`config.mk`:
```
export PLATFORM = sky130hd
export DESIGN_NAME = mac_dot_seq_flat
export DESIGN_NICKNAME = d
export VERILOG_FILES = /design/src/rtl/mac_pkg.sv /design/src/rtl/mac_dot_seq_if.sv /design/src/rtl/mac_dot_seq.sv /design/src/flat_wrapper.sv
export SDC_FILE = /design/constraint.sdc
export NUM_CORES = 1
export LEC_CHECK = 0
export CAP_MARGIN = 20
export CORE_MARGIN = 1.5
export CORE_UTILIZATION = 45
export CTS_CLUSTER_DIAMETER = 200
export DETAILED_ROUTE_END_ITERATION = 16
export MAX_ROUTING_LAYER = met4
export PLACE_DENSITY = 0.86
export SLEW_MARGIN = 30
export SYNTH_ARGS = -nofsm -noshare
export SYNTH_HDL_FRONTEND = slang
export SYNTH_SLANG_ARGS = --single-unit
```
`constraint.sdc`:
```
create_clock -name clk -period 5.5 [get_ports clk]
set_input_delay 0.825 -clock clk [delete_from_list [all_inputs] [get_ports clk]]
set_output_delay 0.825 -clock clk [all_outputs]
set_load 0.02 [all_outputs]
```
`src/rtl/mac_pkg.sv`:
```
// Shared definitions for the mac stage and its dot-product sequencer.
// Width default and sequencer state encoding.
package mac_pkg;

  localparam int MAC_W = 32;

  typedef enum logic [2:0] {
    IDLE,
    FETCH,
    ISSUE,
    WAIT,
    DONE
  } mac_dot_seq_state_t;

endpackage

```
`src/rtl/mac_dot_seq_if.sv`:
```
// Command, operand, mac and result channels of mac_dot_seq; slave is the sequencer side.
// The bias channel exists only when MAC_DOT_SEQ_BIAS_EN is defined.
interface mac_dot_seq_if
  import mac_pkg::*;
#(
  parameter int W     = MAC_W,
  parameter int LEN_W = 8
);

  logic [LEN_W-1:0] cmd_len;
  logic             cmd_vld, cmd_rdy;
  logic [W-1:0]     a, b;
  logic             a_vld, a_rdy, b_vld, b_rdy;
  logic [W-1:0]     mac_in0, mac_in1, mac_in2;
  logic             mac_in0_vld, mac_in0_rdy;
  logic             mac_in1_vld, mac_in1_rdy;
  logic             mac_in2_vld, mac_in2_rdy;
  logic [W-1:0]     mac_out0;
  logic             mac_out0_vld, mac_out0_rdy;
  logic [W-1:0]     res;
  logic             res_vld, res_rdy;
  logic             busy;
`ifdef MAC_DOT_SEQ_BIAS_EN
  logic [W-1:0]     bias;
  logic             bias_vld, bias_rdy;
`endif

  modport slave (
`ifdef MAC_DOT_SEQ_BIAS_EN
    input  bias, bias_vld,
    output bias_rdy,
`endif
    input  cmd_len, cmd_vld,
    output cmd_rdy,
    input  a, a_vld, b, b_vld,
    output a_rdy, b_rdy,
    output mac_in0, mac_in0_vld, mac_in1, mac_in1_vld, mac_in2, mac_in2_vld,
    input  mac_in0_rdy, mac_in1_rdy, mac_in2_rdy,
    input  mac_out0, mac_out0_vld,
    output mac_out0_rdy,
    output res, res_vld,
    input  res_rdy,
    output busy
  );

  modport master (
`ifdef MAC_DOT_SEQ_BIAS_EN
    output bias, bias_vld,
    input  bias_rdy,
`endif
    output cmd_len, cmd_vld,
    input  cmd_rdy,
    output a, a_vld, b, b_vld,
    input  a_rdy, b_rdy,
    input  mac_in0, mac_in0_vld, mac_in1, mac_in1_vld, mac_in2, mac_in2_vld,
    output mac_in0_rdy, mac_in1_rdy, mac_in2_rdy,
    output mac_out0, mac_out0_vld,
    input  mac_out0_rdy,
    input  res, res_vld,
    output res_rdy,
    input  busy
  );

endinterface

```
`src/rtl/mac_dot_seq.sv`:
```
// Feeds one a*b+acc term at a time to an external mac: 4 cycles/element, result in cycle 4N+1.
// a/b, mac and res_rdy stalls simply hold the current state; MAC_DOT_SEQ_BIAS_EN adds a bias that seeds acc.
module mac_dot_seq
  import mac_pkg::*;
#(
  parameter int W     = MAC_W,
  parameter int LEN_W = 8
) (
  input  logic         clk,
  input  logic         rst,
  mac_dot_seq_if.slave io
);

  mac_dot_seq_state_t state, state_nxt;

  logic [W-1:0]     acc, a_reg, b_reg, acc_init;
  logic [LEN_W-1:0] n_reg, cnt, cnt_inc;
  logic             sent0, sent1, sent2;
  logic             cmd_go, ab_go, out_go, res_go;
  logic             go0, go1, go2, all_sent;

`ifdef MAC_DOT_SEQ_BIAS_EN
  assign cmd_go   = (state == IDLE) & io.cmd_vld & io.bias_vld;
  assign acc_init = io.bias;
`else
  assign cmd_go   = (state == IDLE) & io.cmd_vld;
  assign acc_init = '0;
`endif

  // A and B only move together, so a lone valid never consumes an operand.
  assign ab_go    = (state == FETCH) & io.a_vld & io.b_vld;
  assign go0      = (state == ISSUE) & ~sent0 & io.mac_in0_rdy;
  assign go1      = (state == ISSUE) & ~sent1 & io.mac_in1_rdy;
  assign go2      = (state == ISSUE) & ~sent2 & io.mac_in2_rdy;
  assign all_sent = (sent0 | go0) & (sent1 | go1) & (sent2 | go2);
  assign out_go   = (state == WAIT) & io.mac_out0_vld;
  assign res_go   = (state == DONE) & io.res_rdy;
  assign cnt_inc  = cnt + LEN_W'(1);

  always_ff @(posedge clk) begin
    if (rst) state <= IDLE;
    else     state <= state_nxt;
  end

  always_comb begin
    state_nxt       = state;
    io.cmd_rdy      = 1'b0;
    io.a_rdy        = 1'b0;
    io.b_rdy        = 1'b0;
    io.mac_in0      = '0;
    io.mac_in1      = '0;
    io.mac_in2      = '0;
    io.mac_in0_vld  = 1'b0;
    io.mac_in1_vld  = 1'b0;
    io.mac_in2_vld  = 1'b0;
    io.mac_out0_rdy = 1'b0;
    io.res          = '0;
    io.res_vld      = 1'b0;
    io.busy         = (state != IDLE);
`ifdef MAC_DOT_SEQ_BIAS_EN
    io.bias_rdy     = 1'b0;
`endif
    case (state)
      IDLE: begin
`ifdef MAC_DOT_SEQ_BIAS_EN
        io.cmd_rdy  = io.cmd_vld & io.bias_vld;
        io.bias_rdy = io.cmd_vld & io.bias_vld;
`else
        io.cmd_rdy  = 1'b1;
`endif
        if (cmd_go) state_nxt = (io.cmd_len != '0) ? FETCH : DONE;
      end
      FETCH: begin
        io.a_rdy = io.a_vld & io.b_vld;
        io.b_rdy = io.a_vld & io.b_vld;
        if (ab_go) state_nxt = ISSUE;
      end
      ISSUE: begin
        io.mac_in0     = a_reg;
        io.mac_in1     = b_reg;
        io.mac_in2     = acc;
        io.mac_in0_vld = ~sent0;
        io.mac_in1_vld = ~sent1;
        io.mac_in2_vld = ~sent2;
        if (all_sent) state_nxt = WAIT;
      end
      WAIT: begin
        io.mac_out0_rdy = 1'b1;
        if (out_go) state_nxt = (cnt_inc == n_reg) ? DONE : FETCH;
      end
      DONE: begin
        io.res     = acc;
        io.res_vld = 1'b1;
        if (res_go) state_nxt = IDLE;
      end
      default: state_nxt = IDLE;
    endcase
  end

  always_ff @(posedge clk) begin
    if (rst) begin
      acc   <= '0;
      cnt   <= '0;
      n_reg <= '0;
      a_reg <= '0;
      b_reg <= '0;
      sent0 <= 1'b0;
      sent1 <= 1'b0;
      sent2 <= 1'b0;
    end else begin
      if (cmd_go) begin
        n_reg <= io.cmd_len;
        acc   <= acc_init;
        cnt   <= '0;
      end
      if (ab_go) begin
        a_reg <= io.a;
        b_reg <= io.b;
      end
      // Channels may accept in different cycles; flags remember which already went.
      if (all_sent) begin
        sent0 <= 1'b0;
        sent1 <= 1'b0;
        sent2 <= 1'b0;
      end else begin
        sent0 <= sent0 | go0;
        sent1 <= sent1 | go1;
        sent2 <= sent2 | go2;
      end
      if (out_go) begin
        acc <= io.mac_out0;
        cnt <= cnt_inc;
      end
    end
  end

endmodule

```
`src/flat_wrapper.sv`:
```
// flat-port wrapper written by rule: the top's interface ports become plain ports
module mac_dot_seq_flat import mac_pkg::*;
#(
  parameter int W     = MAC_W,
  parameter int LEN_W = 8
)
  (clk, rst, io_cmd_len, io_cmd_vld, io_cmd_rdy, io_a, io_a_vld, io_b, io_b_vld, io_a_rdy, io_b_rdy, io_mac_in0, io_mac_in0_vld, io_mac_in1, io_mac_in1_vld, io_mac_in2, io_mac_in2_vld, io_mac_in0_rdy, io_mac_in1_rdy, io_mac_in2_rdy, io_mac_out0, io_mac_out0_vld, io_mac_out0_rdy, io_res, io_res_vld, io_res_rdy, io_busy);
  mac_dot_seq_if #(.W(W), .LEN_W(LEN_W)) io_i ();
  input  logic clk;
  input  logic rst;
  input wire logic [$bits(io_i.cmd_len)-1:0] io_cmd_len;
  input wire logic [$bits(io_i.cmd_vld)-1:0] io_cmd_vld;
  output wire logic [$bits(io_i.cmd_rdy)-1:0] io_cmd_rdy;
  input wire logic [$bits(io_i.a)-1:0] io_a;
  input wire logic [$bits(io_i.a_vld)-1:0] io_a_vld;
  input wire logic [$bits(io_i.b)-1:0] io_b;
  input wire logic [$bits(io_i.b_vld)-1:0] io_b_vld;
  output wire logic [$bits(io_i.a_rdy)-1:0] io_a_rdy;
  output wire logic [$bits(io_i.b_rdy)-1:0] io_b_rdy;
  output wire logic [$bits(io_i.mac_in0)-1:0] io_mac_in0;
  output wire logic [$bits(io_i.mac_in0_vld)-1:0] io_mac_in0_vld;
  output wire logic [$bits(io_i.mac_in1)-1:0] io_mac_in1;
  output wire logic [$bits(io_i.mac_in1_vld)-1:0] io_mac_in1_vld;
  output wire logic [$bits(io_i.mac_in2)-1:0] io_mac_in2;
  output wire logic [$bits(io_i.mac_in2_vld)-1:0] io_mac_in2_vld;
  input wire logic [$bits(io_i.mac_in0_rdy)-1:0] io_mac_in0_rdy;
  input wire logic [$bits(io_i.mac_in1_rdy)-1:0] io_mac_in1_rdy;
  input wire logic [$bits(io_i.mac_in2_rdy)-1:0] io_mac_in2_rdy;
  input wire logic [$bits(io_i.mac_out0)-1:0] io_mac_out0;
  input wire logic [$bits(io_i.mac_out0_vld)-1:0] io_mac_out0_vld;
  output wire logic [$bits(io_i.mac_out0_rdy)-1:0] io_mac_out0_rdy;
  output wire logic [$bits(io_i.res)-1:0] io_res;
  output wire logic [$bits(io_i.res_vld)-1:0] io_res_vld;
  input wire logic [$bits(io_i.res_rdy)-1:0] io_res_rdy;
  output wire logic [$bits(io_i.busy)-1:0] io_busy;
  assign io_i.cmd_len = io_cmd_len;
  assign io_i.cmd_vld = io_cmd_vld;
  assign io_cmd_rdy = io_i.cmd_rdy;
  assign io_i.a = io_a;
  assign io_i.a_vld = io_a_vld;
  assign io_i.b = io_b;
  assign io_i.b_vld = io_b_vld;
  assign io_a_rdy = io_i.a_rdy;
  assign io_b_rdy = io_i.b_rdy;
  assign io_mac_in0 = io_i.mac_in0;
  assign io_mac_in0_vld = io_i.mac_in0_vld;
  assign io_mac_in1 = io_i.mac_in1;
  assign io_mac_in1_vld = io_i.mac_in1_vld;
  assign io_mac_in2 = io_i.mac_in2;
  assign io_mac_in2_vld = io_i.mac_in2_vld;
  assign io_i.mac_in0_rdy = io_mac_in0_rdy;
  assign io_i.mac_in1_rdy = io_mac_in1_rdy;
  assign io_i.mac_in2_rdy = io_mac_in2_rdy;
  assign io_i.mac_out0 = io_mac_out0;
  assign io_i.mac_out0_vld = io_mac_out0_vld;
  assign io_mac_out0_rdy = io_i.mac_out0_rdy;
  assign io_res = io_i.res;
  assign io_res_vld = io_i.res_vld;
  assign io_i.res_rdy = io_res_rdy;
  assign io_busy = io_i.busy;
  mac_dot_seq #(.W(W), .LEN_W(LEN_W)) u_core (.clk(clk), .rst(rst), .io(io_i));
endmodule
```
## Word level (Yosys, flattened, before mapping)

Index checks and enable logic that the tools add are counted.

- Register bits: 118
- Input bits: 114
- Output and inout bits: 137
- Logic and storage cells: 69

- Add/sub/neg operators: 1
- Equality and inequality tests: 10
- Muxes and demuxes: 23
- Bitwise gates (word level): 20
- Reduce and logical (&&, ||, !) cells: 6

Operators with widths:

| operator | number |
|---|---|
| $mux 32 | 6 |
| $mux 3 | 7 |
| $mux 8 | 2 |
| $pmux 3 s5 | 1 |
| $and 1x1->1 | 14 |
| $ne 2x1->1 const B | 5 |
| $add 8x1->8 const B | 1 |
| $eq 8x8->1 | 1 |
| $reduce_bool 8->1 | 1 |
| $mux 1 | 7 |
| $eq 3x2->1 const B | 2 |
| $reduce_and 5->1 | 1 |
| $eq 3x1->1 const B | 1 |
| $eq 3x3->1 const B | 1 |
| $logic_not 3->1 | 1 |
| $not 1->1 | 3 |
| $or 1x1->1 | 3 |
| $reduce_bool 3->1 | 1 |
| $reduce_bool 2->1 | 1 |
| $reduce_or 2->1 | 1 |

## Logic depth before layout (Yosys ltp)

- Word-level depth: 8
- Gate-level depth with buffers: 8
- Depth with buffers taken out: 6

## Least setup slack after synthesis

No wires, ideal clock.

- Path type: input to output
- From: input port io_b_vld
- To: output port io_b_rdy
- Data arrival time: 1769 ps
- Required time: 4675 ps
- Path slack: 2906 ps
- Stages on the path: 5
- Path buffers: 2
- Cells stage by stage: and3b_1 > nand2b_1 > inv_1 > clkbuf_1 > buf_4

- Word-level cells in the longest chain between the ends: 2

RTL lines:

| element | line | text |
|---|---|---|
| from (decl) | flat_wrapper.sv:17 | `input wire logic [$bits(io_i.b_vld)-1:0] io_b_vld;` |
| $and 1x1->1 | - |  |
| $mux 1 | - |  |
| to (decl) | flat_wrapper.sv:19 | `output wire logic [$bits(io_i.b_rdy)-1:0] io_b_rdy;` |

Every way passes these cells.

## Final worst setup path

- From: register u_core.state[1]
- To: output port io_mac_in0[4]

- Word-level cells in the longest chain between the ends: 2

RTL lines:

| element | line | text |
|---|---|---|
| from (decl) | mac_dot_seq.sv:14 | `mac_dot_seq_state_t state, state_nxt;` |
| from (signal assigned) | mac_dot_seq.sv:42 | `else state <= state_nxt;` |
| $eq 3x2->1 | mac_dot_seq.sv:63 | `case (state)` |
| $mux 32 | mac_dot_seq.sv:63 |  |
| to (decl) | flat_wrapper.sv:20 | `output wire logic [$bits(io_i.mac_in0)-1:0] io_mac_in0;` |

Every way passes these cells.

==> results.tsv <==
metric	value	unit
synthCells	700	
synth_top_family_by_area	simple AND/OR/NAND/NOR gates	
fp.dieW	112.7	um
start_util	0.4686	
ant_nets	0	
startpoint_type	flip-flop	
min_path_type	flip-flop to flip-flop	
place_congestion	0.8487	
ys_ff_latch	118	
setup_viol	0	
grt_pass1_wl	26000	um
via_per_inst	5.127	
synth_xor_area_frac	0.01455	
first_pass_iters	5	
globalRouteMet1Util	0.3098	
finalNonFillerCells	1077	
clk_pin_slew	0.06	ns
clock_path_buffers	2	
grt-busiest-layer	met2	
placedInstanceArea	7900	um2
grtUsageMet2	0.4358	
synth_compound_area_frac	0.1660	
yosysMostFrequentCell	nand2_1	
grt_max_degree	76	
io_pins	251	
rows	39	
placedCellCount	1045	
max_slew_margin	0.4815	
clock_skew	0.008813	ns
nFillCells	899	
clk_latency	0.40	ns
area_delta_synth_final	57.03	%
ys_warn_count	0	
synthMuxAreaShare	0	
status	complete, no violations	
netlist_top_cells_area	dfxtp_1 44%, and2_1 15%, nand2_1 11%, a21oi_1 8.2%, a22oi_1 4.6%	
antenna_found_initial	0	
grtUsageTotal	0.2649	
fin_area	8509	um2
dr.first_iter.drc_count	350	
ctsResizeCount	0	
synth_edf_count	0	
core_area	11560	um2
cts_root_buf	clkbuf_16	
cap_violations	0	
synthTopCellsByCount	153 x nand2_1, 131 x and2_1, 118 x dfxtp_1	
yosysUniqueCellTypes	44	
total_power	2.226	mW
clock.fmax	0.2890	GHz
fin_crit_sh	0.6291	
ys.flop_type	dfxtp_1	
cp.required	4.68	ns
crit_path_end_kind	output port	
setup_tns	0	ns
grt_pass1_vias	5193	
path_class	flip-flop to output port	
post-cts-setup-buffers	0	
post_drt_wl_per_cell	15.26	um
slew_viol_final	0	
dp_worst_setup_slack	2.385	ns
drive_above_1_share	0.04818	
synth-seq-area-share	0.4359	
leakage	3.113	nW
min_period	3.460	ns
synthArstFlopShare	0	
ir_worst_vdd	0.0001762	V
cellPowerDensity	261.6	nW/um2
io_buffers	250	
synth.top_cell.area_share	0.4359	
die_h	112.7	um
synthAdderAreaFrac	0.002309	
hold_buffers	0	
drc_errors	0	
routed_wl	16430	um
synth_fp_nets	815	
crit_arrival	2.64	ns
hold_viol	0	
cts_tree	built	
grt_setup_unrepaired	no	
netlist_area	5419	um2
whs	0.4477	ns
fin_nets	1036	
tightest_slew	0.7778	ns
cts-htree-levels	4	
fin_util	0.7358	
synth-simple-area-share	0.3293	
antenna_cells	0	
floorplan.die_area	12710	um2
use_met3	0.07177	
synth_top_area_cell	dfxtp_1	
avgSynthCellArea	7.741	um2
grt_overflow	0	
numCtsBuffers	17	
cts_sinks	118	
critPathMaxFanout	75	
num_vias	5522	
fin_ws	2.040	ns
hpwl	11070	um
==> routing by layer <==
layer / share of wire / up-vias
met5: 0 / -
met1: 0.42 / 2540
met2: 0.49 / 212
met3: 0.070 / 26
li1: - / 2744
met4: 0.020 / 0
==> power breakdown <==
part           internal, mW  switching (mW)  leakage, nW  total, mW
Combinational         0.108           0.100         1.87      0.209
Sequential            0.876          0.0137        0.954      0.890
Clock                 0.737           0.390        0.290       1.13
==> layout make-up <==
cell class | instances | area (um2) | area share
Inverter | 5 | 18.77 | 0.002206
Tap cell | 143 | 178.9 | 0.02103
Clock buffer | 21 | 460.4 | 0.05411
Timing Repair Buffer | 257 | 2552 | 0.3000
Multi-Input combinational cell | 522 | 2788 | 0.3276
Clock inverter | 11 | 148.9 | 0.01750
Sequential cell | 118 | 2362 | 0.2776
==> logic make-up (layout without fill, tap and decap cells) <==
logic type,Yosys count,after routing
flip-flops,118,118
buffers and inverters,60,294
adder cells (fa/ha/maj),1,1
XOR/XNOR,9,9
AND/OR/NAND/NOR,362,362
AO/OA/AOI/OAI,150,150
==> worst max-delay path, stage by stage, from the launching register on <==
cell,delay [ns]
dfxtp_1,0.47
inv_1,0.12
nor3_2,0.19
buf_4,0.57
and2_1,0.23
clkdlybuf4s50_1,0.61
==> cells in the final DEF (no fill, tap or decap), types with 2 or more instances in the layout <==
cell / instances
nand3_1: 4
o211ai_1: 2
and3b_1: 2
a211oi_1: 6
nand4_1: 2
clkinvlp_4: 3
nor4_1: 2
nor2_1: 45
or3_1: 5
inv_1: 4
dfxtp_1: 118
o21ai_0: 3
clkinv_4: 2
clkbuf_1: 2
clkdlybuf4s50_1: 249
xor2_1: 4
buf_4: 8
nor3_1: 5
a21o_1: 4
o21ai_1: 4
a21oi_1: 89
clkbuf_8: 2
clkbuf_16: 17
xnor2_1: 5
clkinv_2: 2
nand2b_1: 3
a22oi_1: 33
and2_1: 131
bufinv_16: 3
nand2_1: 153
==> path summary, 6_finish.rpt <==
| check | start | endpoint | slack, ns | cells after the start |
|---|---|---|---|---|
| min | u_core.a_reg[8] | u_core.a_reg[8] | 0.45 | 2 |
| max | u_core.state[1] | io_mac_in0[4] | 2.04 | 5 |
| max reg2reg | u_core.state[2] | u_core.acc[23] | 3.41 | 5 |
| min reg2reg | u_core.a_reg[8] | u_core.a_reg[8] | 0.45 | 2 |
Power figures use the tool's default switching activity.
